[src/rtl/char_disp_pkg.sv]
// Shared constants and types for the text cursor controller.
//   COLS/ROWS/CELLS : default screen geometry in character cells
//   SPACE           : blank character code written by backspace and clear
//   BTN_*           : bit positions of the buttons on the btn bus
//   state_e         : controller FSM states
//   cell_addr()     : row*cols+col computed at 10 bits
package char_disp_pkg;

   localparam int COLS  = 60;
   localparam int ROWS  = 17;
   localparam int CELLS = COLS * ROWS;

   localparam logic [6:0] SPACE = 7'h20;

   localparam int BTN_WRITE = 0;
   localparam int BTN_BKSP  = 1;
   localparam int BTN_CLEAR = 2;

   typedef enum logic [1:0] {
      ST_IDLE,
      ST_WRITE,
      ST_BKSP,
      ST_CLEAR
   } state_e;

   function automatic logic [9:0] cell_addr(input logic [4:0] row,
                                            input logic [5:0] col,
                                            input logic [9:0] cols);
      return ({5'b0, row} * cols) + {4'b0, col};
   endfunction

endpackage

[src/rtl/btn_debounce.sv]
// Single-button conditioner: 2-flop synchronizer, debounce counter and
// one-cycle rising-edge pulse of the debounced level.
//   clk, reset : clock, synchronous active-high reset
//   btn_in     : raw asynchronous button level
//   press      : one-cycle pulse on a debounced 0->1 transition
module btn_debounce #(
   parameter int DEBOUNCE_CYCLES = 90000
) (
   input  logic clk,
   input  logic reset,
   input  logic btn_in,
   output logic press
);

   localparam int CW = (DEBOUNCE_CYCLES < 2) ? 1 : $clog2(DEBOUNCE_CYCLES);

   logic          sync1_q, sync2_q;
   logic          level_q, level_d;
   logic          press_q, press_d;
   logic [CW-1:0] cnt_q, cnt_d;

   // The counter only runs while the synchronized input disagrees with the
   // accepted level; the level flips on the DEBOUNCE_CYCLES-th such cycle.
   always_comb begin
      level_d = level_q;
      cnt_d   = '0;
      if (sync2_q != level_q) begin
         if (cnt_q == CW'(DEBOUNCE_CYCLES - 1)) begin
            level_d = sync2_q;
         end else begin
            cnt_d = cnt_q + 1'b1;
         end
      end
      press_d = level_d & ~level_q;
   end

   always_ff @(posedge clk) begin
      if (reset) begin
         sync1_q <= 1'b0;
         sync2_q <= 1'b0;
         level_q <= 1'b0;
         press_q <= 1'b0;
         cnt_q   <= '0;
      end else begin
         sync1_q <= btn_in;
         sync2_q <= sync1_q;
         level_q <= level_d;
         press_q <= press_d;
         cnt_q   <= cnt_d;
      end
   end

   assign press = press_q;

endmodule

[src/rtl/text_cursor_controller.sv]
// Text cursor controller: turns debounced write/backspace/clear buttons into
// character-RAM write requests and tracks the cursor position.
//   clk, reset            : clock, synchronous active-high reset
//   en                    : function enable, 0 freezes the FSM and cursor
//   btn[2:0]              : raw buttons {clear, backspace, write}
//   sw[6:0]               : character code to write
//   wr_valid/wr_ready     : write request / grant handshake
//   wr_addr, wr_data      : cell address (row*COLS+col) and character code
//   cursor_col/cursor_row : current cursor position
//   busy                  : high whenever an operation is in progress
module text_cursor_controller
   import char_disp_pkg::*;
#(
   parameter int COLS            = char_disp_pkg::COLS,
   parameter int ROWS            = char_disp_pkg::ROWS,
   parameter int DEBOUNCE_CYCLES = 90000
) (
   input  logic       clk,
   input  logic       reset,
   input  logic       en,
   input  logic [2:0] btn,
   input  logic [6:0] sw,
   output logic       wr_valid,
   input  logic       wr_ready,
   output logic [9:0] wr_addr,
   output logic [6:0] wr_data,
   output logic [5:0] cursor_col,
   output logic [4:0] cursor_row,
   output logic       busy
);

   if (COLS * ROWS > 1024) begin : g_size_check
      $error("text_cursor_controller: COLS*ROWS exceeds 1024 cells");
   end

   localparam logic [5:0] LAST_COL  = 6'(COLS - 1);
   localparam logic [4:0] LAST_ROW  = 5'(ROWS - 1);
   localparam logic [9:0] LAST_ADDR = 10'(COLS * ROWS - 1);
   localparam logic [9:0] COLS_W    = 10'(COLS);

   logic [2:0] press;

   for (genvar i = 0; i < 3; i++) begin : g_btn
      btn_debounce #(
         .DEBOUNCE_CYCLES(DEBOUNCE_CYCLES)
      ) u_btn_debounce (
         .clk   (clk),
         .reset (reset),
         .btn_in(btn[i]),
         .press (press[i])
      );
   end

   state_e     state_q, state_d;
   logic [5:0] col_q, col_d;
   logic [4:0] row_q, row_d;
   logic       wr_valid_q, wr_valid_d;
   logic [9:0] addr_q, addr_d;
   logic [6:0] data_q, data_d;
   logic       busy_q, busy_d;
   logic       xfer;

   // Everything is gated by en, so en=0 simply holds every register and
   // press pulses that arrive meanwhile are lost.
   always_comb begin
      state_d    = state_q;
      col_d      = col_q;
      row_d      = row_q;
      wr_valid_d = wr_valid_q;
      addr_d     = addr_q;
      data_d     = data_q;
      xfer       = en & wr_valid_q & wr_ready;

      if (en) begin
         unique case (state_q)
            ST_IDLE: begin
               if (press[BTN_CLEAR]) begin
                  state_d    = ST_CLEAR;
                  addr_d     = '0;
                  data_d     = SPACE;
                  wr_valid_d = 1'b1;
               end else if (press[BTN_BKSP]) begin
                  if (col_q != '0) begin
                     col_d = col_q - 1'b1;
                  end else if (row_q != '0) begin
                     col_d = LAST_COL;
                     row_d = row_q - 1'b1;
                  end
                  addr_d     = cell_addr(row_d, col_d, COLS_W);
                  data_d     = SPACE;
                  wr_valid_d = 1'b1;
                  state_d    = ST_BKSP;
               end else if (press[BTN_WRITE]) begin
                  addr_d     = cell_addr(row_q, col_q, COLS_W);
                  data_d     = sw;
                  wr_valid_d = 1'b1;
                  state_d    = ST_WRITE;
               end
            end
            ST_WRITE: begin
               if (xfer) begin
                  wr_valid_d = 1'b0;
                  state_d    = ST_IDLE;
                  if (col_q != LAST_COL) begin
                     col_d = col_q + 1'b1;
                  end else if (row_q != LAST_ROW) begin
                     col_d = '0;
                     row_d = row_q + 1'b1;
                  end else begin
                     col_d = '0;
                     row_d = '0;
                  end
               end
            end
            ST_BKSP: begin
               if (xfer) begin
                  wr_valid_d = 1'b0;
                  state_d    = ST_IDLE;
               end
            end
            ST_CLEAR: begin
               if (xfer) begin
                  if (addr_q == LAST_ADDR) begin
                     wr_valid_d = 1'b0;
                     col_d      = '0;
                     row_d      = '0;
                     state_d    = ST_IDLE;
                  end else begin
                     addr_d = addr_q + 1'b1;
                  end
               end
            end
            default: state_d = ST_IDLE;
         endcase
      end

      busy_d = (state_d != ST_IDLE);
   end

   always_ff @(posedge clk) begin
      if (reset) begin
         state_q    <= ST_IDLE;
         col_q      <= '0;
         row_q      <= '0;
         wr_valid_q <= 1'b0;
         addr_q     <= '0;
         data_q     <= '0;
         busy_q     <= 1'b0;
      end else begin
         state_q    <= state_d;
         col_q      <= col_d;
         row_q      <= row_d;
         wr_valid_q <= wr_valid_d;
         addr_q     <= addr_d;
         data_q     <= data_d;
         busy_q     <= busy_d;
      end
   end

   assign wr_valid   = wr_valid_q & en;
   assign wr_addr    = addr_q;
   assign wr_data    = data_q;
   assign cursor_col = col_q;
   assign cursor_row = row_q;
   assign busy       = busy_q;

endmodule
[config.mk]
export PLATFORM = sky130hd
export DESIGN_NAME = text_cursor_controller
export DESIGN_NICKNAME = d
export VERILOG_FILES = /design/src/rtl/char_disp_pkg.sv /design/src/rtl/btn_debounce.sv /design/src/rtl/text_cursor_controller.sv
export SDC_FILE = /design/constraint.sdc
export NUM_CORES = 1
export LEC_CHECK = 0
export ABC_AREA = 0
export BUFFER_PORTS_ARGS = -buffer_cell sky130_fd_sc_hd__buf_4
export CAP_MARGIN = 40
export CORE_ASPECT_RATIO = 1.75
export CORE_MARGIN = 2
export CORE_UTILIZATION = 45
export CTS_CLUSTER_SIZE = 20
export DETAILED_ROUTE_END_ITERATION = 7
export HOLD_SLACK_MARGIN = 0.08
export PLACE_DENSITY = 0.59
export SLEW_MARGIN = 20
export SYNTH_ARGS = -nofsm -noshare
export SYNTH_HDL_FRONTEND = slang
export SYNTH_SLANG_ARGS = --single-unit
[constraint.sdc]
create_clock -name clk -period 9.3 [get_ports clk]
set_input_delay 1.86 -clock clk [delete_from_list [all_inputs] [get_ports clk]]
set_output_delay 1.86 -clock clk [all_outputs]
set_load 0.03 [all_outputs]
# Word level (Yosys, flattened, before mapping)
# Index checks and enable logic that the tools add are counted.
[totals] reg_bits=95 inputBits=14 elab_cells=139
[classes] n_addsub=10 multipliers=2 n_eq_ne=21 n_mux=57 bitwise=11 n_reduce_logical=16
[ops] cell="$mux W6" count=12
[ops] cell="$mux W5" count=13
[ops] cell="$add A17 B1 Y17 const B" count=3
[ops] cell="$eq A17 B17 Y1 const B" count=3
[ops] cell="$mux W10" count=5
[ops] cell="$mux W7" count=3
[ops] cell="$add A10 B6 Y10" count=2
[ops] cell="$pmux W10 S2" count=1
[ops] cell="$pmux W6 S3" count=1
[ops] cell="$mul A5 B4 Y8 const B" count=2
[ops] cell="$pmux W5 S3" count=1
[ops] cell="$mux W2" count=7
[ops] cell="$mux W1" count=12
[ops] cell="$ne A2 B2 Y1 const B" count=6
[ops] cell="$add A10 B1 Y10 const B" count=1
[ops] cell="$eq A10 B10 Y1 const B" count=1
[ops] cell="$reduce_and A5 Y1" count=2
[ops] cell="$reduce_or A3 Y1" count=3
[ops] cell="$reduce_and A8 Y1" count=1
[ops] cell="$reduce_and A7 Y1" count=1
[ops] cell="$add A6 B1 Y6 const B" count=1
[ops] cell="$ne A6 B6 Y1 const B" count=1
[ops] cell="$not A1 Y1" count=6
[ops] cell="$pmux W2 S3" count=1
[ops] cell="other kinds (18)" count=28

# Logic depth before layout (Yosys ltp)
# Gate-level depths: netlist (run 1).
[depth] ltp_word=12 mapped_depth=20 depth_no_buf=20

# By module
# Synthesis (run 1) repeated with hierarchy kept, for this count alone.
[hier_totals] hier_cells=727 area_unflattened_um2=6155.9
[modules_own_cells] module="text_cursor_controller" n_inst=1 cells_each=445 area_per_inst_um2=3520.9 seq_area_each_um2=640.6
[modules_own_cells] module="btn_debounce" n_inst=3 cells_each=94 area_per_inst_um2=878.3 seq_area_each_um2=420.4

# Worst setup path before layout (run 1)
# OpenSTA, ideal clock, no wires.
[synth_path] path_kind="register -> register" start="reg row_q[2] (netlist: cursor_row[2])" end="reg addr_q[9] (netlist: wr_addr[9])" setup_ns=0.134 arrival_ns=5.058 required_ns=9.166 setup_slack_ns=4.108 stages_incl_launch_ff=21 n_path_buf=0 synth_period_minus_slack_ns=5.192 path_cell_list="dfxtp_1 -> inv_1 -> ha_1 -> and3b_1 -> nor3_4 -> nand2_1 -> a21boi_0 -> xnor2_1 -> ha_1 -> inv_1 -> fa_1 -> fa_1 -> inv_1 -> ha_1 -> o21ai_0 -> nor2_1 -> o21a_1 -> nand3_1 -> xnor3_1 -> a31oi_1 -> a211oi_1"
[synth_via] elab_chain_len=12 elab_cells_between_ends=22
[synth_rtl] element="from (decl)" line_no="text_cursor_controller.sv:56" source="logic [4:0] row_q, row_d;"
[synth_rtl] element="from (signal assigned)" line_no="text_cursor_controller.sv:152" source="row_q <= row_d;"
[synth_rtl] element="$sub A5 B1 Y5 or $reduce_bool A5 Y1 (tied branches)" line_no="text_cursor_controller.sv:87, text_cursor_controller.sv:85"
[synth_rtl] element="$mux W5" line_no="text_cursor_controller.sv:85" source="end else if (row_q != '0) begin"
[synth_rtl] element="$mux W5" line_no="text_cursor_controller.sv:83" source="if (col_q != '0) begin"
[synth_rtl] element="$mux W5" line_no="text_cursor_controller.sv:82" source="end else if (press[BTN_BKSP]) begin"
[synth_rtl] element="$mux W5" line_no="text_cursor_controller.sv:77" source="if (press[BTN_CLEAR]) begin"
[synth_rtl] element="$mux W5" line_no="text_cursor_controller.sv:75" source="unique case (state_q)"
[synth_rtl] element="$mux W5" line_no="text_cursor_controller.sv:74" source="if (en) begin"
[synth_rtl] element="$mul A5 B4 Y8" line_no="char_disp_pkg.sv:29" source="return ({5'b0, row} * cols) + {4'b0, col};"
[synth_rtl] element="$add A10 B6 Y10" line_no="char_disp_pkg.sv:29"
[synth_rtl] element="$mux W10 *" line_no="text_cursor_controller.sv:82"
[synth_rtl] element="$mux W10 *" line_no="text_cursor_controller.sv:77"
[synth_rtl] element="$pmux W10 S2 *" line_no="text_cursor_controller.sv:75"
[synth_rtl] element="to (signal assigned)" line_no="text_cursor_controller.sv:154" source="addr_q <= addr_d;"
[synth_rtl] element="to (decl)" line_no="text_cursor_controller.sv:58" source="logic [9:0] addr_q, addr_d;"
# Mark *: on every way between the ends. The rest lies on a longest branch, timed or not. The select of a mux whose other input is x is not followed.
# A chain may end at the register's enable or synchronous reset.

# Worst setup path after layout (run 1)
# Same ends and word-level chain as after synthesis.

==> results of run 1 <==
==> cell type report <==
cell class / count / area [µm²] / share of cell area [%]
Tap cell: 171 / 214 / 3.20
Clock inverter: 7 / 78.8 / 1.18
Clock buffer: 9 / 225 / 3.37
Sequential cell: 95 / 1900 / 28.5
Timing Repair Buffer: 46 / 349 / 5.23
Inverter: 46 / 173 / 2.59
Multi-Input combinational cell: 545 / 3740 / 56.0
==> critical path, stage by stage (launching register included) <==
cell,delay [ns]
dfxtp_1,0.57
inv_1,0.29
ha_1,0.31
and3b_1,0.22
nor3_4,0.41
nand2_1,0.15
a21boi_0,0.16
xnor2_1,0.35
ha_1,0.32
inv_1,0.08
fa_1,0.45
fa_1,0.49
inv_1,0.04
ha_1,0.30
o21ai_0,0.08
nor2_1,0.14
o21a_1,0.16
nand3_1,0.10
xnor3_1,0.36
a31oi_1,0.17
a211oi_1,0.08
==> power by group through the flow <==
| stage | clock network [mW] | logic (mW) | registers, mW |
|---|---|---|---|
| 5_1_grt | 0.411 | 0.0135 | 0.409 |
| 4_1_cts | 0.390 | 0.0125 | 0.409 |
| 3_5_place_dp | 0 | 0.0124 | 0.419 |
| 3_3_place_gp | 0 | 0.0122 | 0.418 |
| 6_report | 0.380 | 0.0122 | 0.409 |
| 2_1_floorplan | 0 | 0.00639 | 0.418 |
==> state kept, by name, indices dropped and copies added, names as in the netlist <==
name	count
state_q	2
cursor_col	6
g_btn.u_btn_debounce.press	3
wr_addr	10
g_btn.u_btn_debounce.cnt_q	51
wr_valid_q	1
wr_data	7
g_btn.u_btn_debounce.level_q	3
busy	1
g_btn.u_btn_debounce.sync1_q	3
cursor_row	5
g_btn.u_btn_debounce.sync2_q	3
==> placed cells by master (no fill, tap or decap), drive strengths merged, types with 10 or more instances in the layout <==
| cell type | count |
|---|---|
| and3 | 14 |
| ha | 46 |
| xnor2 | 48 |
| o21ai | 28 |
| or3 | 10 |
| a21oi | 36 |
| dfxtp | 95 |
| xor2 | 26 |
| buf | 46 |
| fa | 12 |
| nor3 | 19 |
| nand3 | 39 |
| nand2 | 54 |
| a211oi | 11 |
| inv | 49 |
| nor2 | 103 |
==> per-stage QoR <==
step           power (mW)  util, %  worst slack [ns]
2_1_floorplan       0.424        -              4.11
3_3_place_gp        0.431     49.5              4.04
3_5_place_dp        0.431     49.5              3.89
4_1_cts             0.812     51.9              3.90
5_1_grt             0.833     51.9              3.40
6_report            0.802     51.9              3.92
==> cell families (layout without fill, tap and decap cells) <==
| logic type | count (synthesis) | after routing |
|---|---|---|
| DFF | 95 | 95 |
| buffers and inverters | 68 | 108 |
| xor gates and xnor gates | 76 | 76 |
| AOI/OAI and AO/OA | 123 | 123 |
| muxes | 6 | 6 |
| and+or+nand+nor | 282 | 282 |
| adders and majority gates | 58 | 58 |
==> worst paths after layout <==
path,from,to,slack (ns),cells after the start
worst max-delay path,cursor_row[2],wr_addr[9],3.92,20
worst min-delay path,g_btn[1].u_btn_debounce.cnt_q[0],g_btn[1].u_btn_debounce.cnt_q[0],0.45,1
worst max register to register,cursor_row[2],wr_addr[9],3.92,20
worst min register to register,g_btn[1].u_btn_debounce.cnt_q[0],g_btn[1].u_btn_debounce.cnt_q[0],0.45,1
==> per-layer routing <==
layer | part of all wire [%] | global-route usage [%] | vias to the layer above
met5 | 0 | 0 | -
met4 | 4.5 | 11.4 | 0
met3 | 2.7 | 3.48 | 38
met2 | 56 | 41.7 | 90
met1 | 37 | 21.1 | 2365
li1 | - | - | 2498
==> results.sh, run 1 <==
export IMPL_status="finished, final reports clean"
export IMPL_cts_root_buf="clkbuf_16"
export IMPL_io_pins=44
export IMPL_instances_no_fill=919
export IMPL_antenna_found_initial=0
export IMPL_crit_type="flop to flop"
export IMPL_pwr_density_cell_nw_per_um2=120
export IMPL_power_internal_uw=625
export IMPL_die_h_um=156
export IMPL_slew_viol_final=0
export IMPL_critPathLaunchType="flop"
export IMPL_wl_per_cell_um=15.9
export IMPL_fmax_ghz=0.186
export IMPL_setup_viol=0
export IMPL_num_vias=4991
export IMPL_insertion_delay_ns=0.34
export IMPL_place_area_um2=6370
export IMPL_vias_per_cell=5.43
export IMPL_post_cts_resized=0
export IMPL_power_switching_uw=177
export IMPL_end_kind="flop"
export IMPL_synth_top_family_by_area="simple AND/OR/NAND/NOR gates"
export IMPL_cts_num_sinks=95
export IMPL_drcViolationCount=0
export IMPL_dr_pass1_iters=5
export IMPL_port_buffers=43
export IMPL_drtIter0Drc=194
export IMPL_grt_max_degree=47
export IMPL_hold_class="flop to flop"
export IMPL_synth_fa_ha_area_share_pct=13.8
export IMPL_period_minus_slack_ns=5.38
export IMPL_fp_row_count=55
export IMPL_crit_required_ns=9.51
export IMPL_cts_hold_buf=0
export IMPL_syn_area_um2=5910
export IMPL_synth_compound_area_share_pct=13.0
export IMPL_final_fill_count=1300
export IMPL_synthTopCellsByCount="nor2_1, dfxtp_1, nand2_1"
export IMPL_seq_power_share_pct=51.0
export IMPL_diodes=0
export IMPL_core_area_um2=12900
export IMPL_worst_pin_slew_ns=0.616
export IMPL_synth_area_leaders="dfxtp_1, ha_1, xnor2_1, nor2_1, fa_1"
export IMPL_peakVddDrop_v=0.0000751
export IMPL_ys_types=54
export IMPL_grt_pass1_wl_um=24100
export IMPL_clk_pin_slew_ns=0.07
export IMPL_yosys_most_used_dff="dfxtp_1"
export IMPL_synth_top_area_cell="dfxtp_1"
export IMPL_design_area_um2=6680
export IMPL_gp_congestion=0.957
export IMPL_syn_avg_cell_area_um2=8.34
export IMPL_hold_viol_final=0
export IMPL_cts_tree="built"
export IMPL_p_leak_nw=2.69
export IMPL_yosysSeqAreaShare_pct=32.2
export IMPL_antenna_left=0
export IMPL_synthCells=708
export IMPL_start_util_pct=45.9
export IMPL_syn_to_final_growth_pct=13.0
export IMPL_skew_ns=0.00898
export IMPL_synth_simple_gate_area_share_pct=22.9
export IMPL_yosysWarnings=0
export IMPL_ys_ff_latch=95
export IMPL_synth_top_area_share_pct=32.2
export IMPL_power_frac_clock_pct=47.5
export IMPL_grt_pass1_vias=5142
export IMPL_wl_um=14600
export IMPL_synthMuxAreaShare_pct=1.02
export IMPL_cts_buffers=9
export IMPL_async_flop_share_pct=0
export IMPL_nets=815
export IMPL_cp_max_fo=9
export IMPL_die_w_um=90.6
export IMPL_holdWs_ns=0.447
export IMPL_max_cap_violations=0
export IMPL_synth_edf_count=0
export IMPL_grt_setup_unrepaired="false"
export IMPL_grt_overflow=0
export IMPL_crit_arrival_ns=5.59
export IMPL_place_inst=903
export IMPL_post_route_period_util_pct=57.9
export IMPL_drive_above_1_share_pct=9.89
export IMPL_dp_hpwl_um=11300
export IMPL_synth_xor_area_share_pct=12.4
export IMPL_synth_net_count=780
export IMPL_cts_buffer_depth=2
export IMPL_switching_share_pct=22.1
export IMPL_die_area_um2=14100
export IMPL_synth_most_common_cell="nor2_1"
export IMPL_htree_num_levels=3
export IMPL_combPwrFrac_pct=1.5
export IMPL_cts_setup_buffers=0
export IMPL_grt_usage_pct=21.3
export IMPL_fin_setup_tns_ns=0
export IMPL_maxSlewHeadroom_pct=58.8
(Power assumes the default switching activity.)
==> run 2: changes to the inputs <==
- clock period: 9.3 -> 5.4 ns (I/O delays scaled with it)
==> results.sh, run 2 (synthesis results as in run 1) <==
export IMPL_status="finished, final reports clean"
export IMPL_clk_pin_slew_ns=0.07
export IMPL_cts_buffers=9
export IMPL_vias_per_cell=5.39
export IMPL_cts_buffer_depth=2
export IMPL_cts_hold_buf=0
export IMPL_cp_max_fo=8
export IMPL_pwr_density_cell_nw_per_um2=208
export IMPL_io_pins=44
export IMPL_grt_setup_unrepaired="false"
export IMPL_fin_setup_tns_ns=0
export IMPL_core_area_um2=12900
export IMPL_highest_layer="met4"
export IMPL_p_leak_nw=2.72
export IMPL_end_kind="flop"
export IMPL_worst_pin_slew_ns=0.784
export IMPL_syn_to_final_growth_pct=13.7
export IMPL_start_util_pct=45.9
export IMPL_drtIter0Drc=168
export IMPL_wl_um=14500
export IMPL_skew_ns=0.0109
export IMPL_cts_root_buf="clkbuf_16"
export IMPL_hold_class="flop to flop"
export IMPL_critPathLaunchType="flop"
export IMPL_hold_depth=1
export IMPL_period_minus_slack_ns=4.92
export IMPL_wl_met2_um=7920
export IMPL_grt_usage_pct=21.6
export IMPL_hold_viol_final=0
export IMPL_maxSlewHeadroom_pct=47.3
export IMPL_place_inst=907
export IMPL_crit_arrival_ns=5.13
export IMPL_cts_setup_buffers=0
export IMPL_dp_hpwl_um=11300
export IMPL_post_route_period_util_pct=91.1
export IMPL_peakVddDrop_v=0.000170
export IMPL_grt_max_degree=47
export IMPL_wl_met3_um=392
export IMPL_holdPathEnd="g_btn[2].u_btn_debounce.sync2_q"
export IMPL_num_vias=4979
export IMPL_grt_overflow=0
export IMPL_diodes=0
export IMPL_instances_no_fill=923
export IMPL_fp_row_count=55
export IMPL_grt_pass1_wl_um=24400
export IMPL_dr_pass1_iters=4
export IMPL_reg2reg_depth=20
export IMPL_reg2reg_to="wr_addr[9]"
export IMPL_gp_congestion=0.968
export IMPL_reg2reg_slack_ns=0.48
export IMPL_nets=819
export IMPL_holdWs_ns=0.442
export IMPL_drive_above_1_share_pct=10.5
export IMPL_wl_per_cell_um=15.7
export IMPL_htree_num_levels=3
export IMPL_crit_type="flop to flop"
export IMPL_final_common_cell="nor2_1"
export IMPL_die_w_um=90.6
export IMPL_die_h_um=156
export IMPL_setup_viol=0
export IMPL_cts_tree="built"
export IMPL_die_area_um2=14100
export IMPL_max_cap_violations=0
export IMPL_r2r_start="cursor_row[3]"
export IMPL_largest_register_ffs=51
export IMPL_drcViolationCount=0
export IMPL_antenna_found_initial=0
export IMPL_antenna_left=0
export IMPL_startpoint="cursor_row[3]"
export IMPL_grt_pass1_vias=5062
export IMPL_crit_required_ns=5.61
export IMPL_final_cell_mix="nor2_1, dfxtp_1, nand2_1"
export IMPL_final_util_pct=52.2
export IMPL_fmax_ghz=0.203
export IMPL_port_buffers=43
export IMPL_wl_met1_um=5490
export IMPL_insertion_delay_ns=0.35
export IMPL_hold_start="g_btn[2].u_btn_debounce.sync1_q"
export IMPL_regMostFlops="g_btn.u_btn_debounce.cnt_q"
export IMPL_cts_num_sinks=95
export IMPL_slew_viol_final=0
[run 2: cell count changes in the layout (fill, tap and decap cells not counted), sizes merged]
| cell | before | now |
|---|---|---|
| clkinvlp | 2 | 1 |
| clkinv | 1 | 2 |
| buf | 46 | 50 |
[run 2: worst max-delay path: stages, from the launching register on]
cell and delay, ns:
dfxtp_1 0.53, inv_1 0.25, ha_1 0.27, and3b_1 0.22
nor3_4 0.14, nand2_1 0.10, a21boi_0 0.15, xnor2_1 0.34
ha_1 0.32, inv_1 0.07, fa_1 0.44, fa_1 0.50
inv_1 0.04, ha_1 0.29, o21ai_0 0.09, nor2_1 0.13
o21a_1 0.16, nand3_1 0.10, xnor3_1 0.36, a31oi_1 0.19
a211oi_1 0.09
[run 2: layer usage]
layer	up-vias	GRT usage [%]
met5	-	0
li1	2513	-
met3	43	3.43
met1	2342	21.8
met2	81	41.3
met4	0	12.5
[run 2: layout make-up]
cell class | count | area (µm²)
fill | 1260 | 6150
multi-input combinational | 545 | 3740
sequential | 95 | 1900
timing repair buffer | 50 | 379
clock buffer | 9 | 225
tap | 171 | 214
inverter | 46 | 173
clock inverter | 7 | 86.3
[run 2: repair_timing]
action | 4_1_cts | 5_1_grt
endpoints found under the hold margin | 0 | 0
setup endpoints to repair | 0 | 1
gates resized for setup | 0 | 1
[run 2: how the worst max path moves through the flow]
stage,depth (start not counted),to
4_1_cts,21,wr_addr[9]
5_1_grt,20,wr_addr[9]
3_3_place_gp,21,wr_addr[9]
2_1_floorplan,20,wr_addr[9]
6_report,20,wr_addr[9]
3_5_place_dp,20,wr_addr[9]
[run 2: metrics by stage]
stage | total power, mW | cell area, µm² | setup WS (ns)
floorplan | 0.731 | 5910 | 0.208
global placement | 0.742 | 6390 | 0.596
detailed placement | 0.742 | 6400 | 0.395
CTS | 1.41 | 6720 | 0.377
global route | 1.45 | 6720 | 0.0357
finish | 1.39 | 6720 | 0.479
[run 2: report_power, final]
| part | leakage [nW] | switching, mW | total [mW] | internal (mW) |
|---|---|---|---|---|
| combinational | 1.81 | 0.0127 | 0.0212 | 0.00847 |
| sequential | 0.767 | 0.00170 | 0.704 | 0.703 |
| clock | 0.150 | 0.299 | 0.669 | 0.369 |
| total | 2.72 | 0.314 | 1.39 | 1.08 |
==> run 3: changes to the inputs <==
- CORE_UTILIZATION: 45 -> 35
- PLACE_DENSITY: 0.59 -> 0.47
==> results.sh, run 3 (synthesis results as in run 1) <==
export IMPL_holdWs_ns=0.443
export IMPL_num_vias=4961
export IMPL_vias_per_cell=5.07
export IMPL_insertion_delay_ns=0.34
export IMPL_die_area_um2=18000
export IMPL_grt_pass1_wl_um=24900
export IMPL_htree_num_levels=3
export IMPL_final_fill_count=1737
export IMPL_post_cts_resized=0
export IMPL_hold_depth=1
export IMPL_antenna_found_initial=0
export IMPL_regMostFlops="g_btn.u_btn_debounce.cnt_q"
export IMPL_clk_pin_slew_ns=0.07
export IMPL_cts_tree="built"
export IMPL_hold_class="flop to flop"
export IMPL_grt_max_degree=47
export IMPL_drtIter0Drc=163
export IMPL_grt_setup_unrepaired="false"
export IMPL_cts_buffer_depth=2
export IMPL_fmax_ghz=0.203
export IMPL_peakVddDrop_v=0.000123
export IMPL_cts_setup_buffers=0
export IMPL_multi_input_area_um2=3740
export IMPL_wl_um=15100
export IMPL_place_area_um2=6480
export IMPL_status="finished, final reports clean"
export IMPL_post_route_period_util_pct=91.1
export IMPL_register_area_um2=1900
export IMPL_die_w_um=102
export IMPL_design_area_um2=6810
export IMPL_crit_arrival_ns=5.12
export IMPL_antenna_left=0
export IMPL_pwr_density_cell_nw_per_um2=210
export IMPL_crit_required_ns=5.60
export IMPL_power_mw=1.43
export IMPL_gp_congestion=0.837
export IMPL_final_cell_mix="nor2_1, dfxtp_1, nand2_1"
export IMPL_skew_ns=0.0105
export IMPL_fp_row_count=62
export IMPL_reg2reg_slack_ns=0.48
export IMPL_maxSlewHeadroom_pct=45.5
export IMPL_fin_setup_tns_ns=0
export IMPL_syn_to_final_growth_pct=15.3
export IMPL_p_leak_nw=2.74
export IMPL_drcViolationCount=0
export IMPL_hold_viol_final=0
export IMPL_cp_max_fo=8
export IMPL_drive_above_1_share_pct=10.6
export IMPL_max_cap_violations=0
export IMPL_die_h_um=176
export IMPL_worst_pin_slew_ns=0.811
export IMPL_critPathLaunchType="flop"
export IMPL_dr_pass1_iters=5
export IMPL_grt_overflow=0
export IMPL_dp_hpwl_um=11800
export IMPL_grt_usage_pct=17.7
export IMPL_diodes=0
export IMPL_period_minus_slack_ns=4.92
export IMPL_start_util_pct=35.9
export IMPL_core_area_um2=16400
export IMPL_io_pins=44
export IMPL_cts_buffers=9
export IMPL_setup_viol=0
export IMPL_slew_viol_final=0
export IMPL_cts_hold_buf=0
export IMPL_end_kind="flop"
export IMPL_final_common_cell="nor2_1"
export IMPL_largest_register_ffs=51
export IMPL_port_buffers=43
export IMPL_crit_type="flop to flop"
export IMPL_cts_num_sinks=95
export IMPL_grt_pass1_vias=5089
export IMPL_wl_per_cell_um=15.4
export IMPL_cts_root_buf="clkbuf_16"
export IMPL_reg2reg_depth=20
export IMPL_nets=821
[run 3: cell types whose count changed in the layout (fill, tap and decap cells not counted), sizes merged]
cell    delta
buf        +2
clkbuf     +2
clkinv     -2
bufinv     +1
inv        -1
[run 3: metrics by stage]
| step | utilization, % | instances | setup WS, ns |
|---|---|---|---|
| floorplan | - | 708 | 0.208 |
| global placement | 39.4 | 961 | 0.545 |
| detailed placement | 39.4 | 962 | 0.412 |
| CTS | 41.4 | 978 | 0.410 |
| global route | 41.4 | 978 | 0.0383 |
| finish | 41.4 | 978 | 0.481 |
[run 3: power breakdown]
group          total (mW)  switching, mW  internal [mW]  leakage (nW)
Clock               0.704          0.280          0.424         0.158
Sequential          0.704        0.00144          0.703         0.767
Combinational      0.0217         0.0132        0.00850          1.82
Total                1.43          0.295           1.14          2.74
[run 3: routing by layer]
| layer | GRT usage (%) | wire length, µm | up-vias | part of all wire, % |
|---|---|---|---|---|
| met4 | 6.28 | 289 | 0 | 1.9 |
| met1 | 17.5 | 5690 | 2379 | 38 |
| li1 | - | - | 2504 | - |
| met2 | 35.8 | 8830 | 62 | 59 |
| met5 | 0 | 0 | - | 0 |
| met3 | 2.19 | 267 | 16 | 1.8 |
[run 3: area by class of cell]
class                      count  share of cell area (%)
tap                          224                    4.11
inverter                      46                    2.53
clock buffer                  11                    3.56
timing repair buffer          52                    5.73
clock inverter                 5                    1.29
sequential                    95                    27.9
multi-input combinational    545                    54.8
[run 3: worst max-delay path, stage by stage (launching register included)]
cell and delay [ns]:
dfxtp_1 0.54, inv_1 0.25, ha_1 0.28, and3b_1 0.21
nor3_4 0.12, nand2_1 0.10, a21boi_0 0.15, xnor2_1 0.35
ha_1 0.33, inv_1 0.08, fa_1 0.44, fa_1 0.49
inv_1 0.04, ha_1 0.29, o21ai_0 0.09, nor2_1 0.13
o21a_1 0.16, nand3_1 0.10, xnor3_1 0.35, a31oi_1 0.18
a211oi_1 0.08
[run 3: path summary, 6_finish.rpt]
kind / from / end
max: cursor_row[3] / wr_addr[9]
min: g_btn[2].u_btn_debounce.cnt_q[0] / g_btn[2].u_btn_debounce.cnt_q[0]
max reg2reg: cursor_row[3] / wr_addr[9]
min reg2reg: g_btn[2].u_btn_debounce.cnt_q[0] / g_btn[2].u_btn_debounce.cnt_q[0]
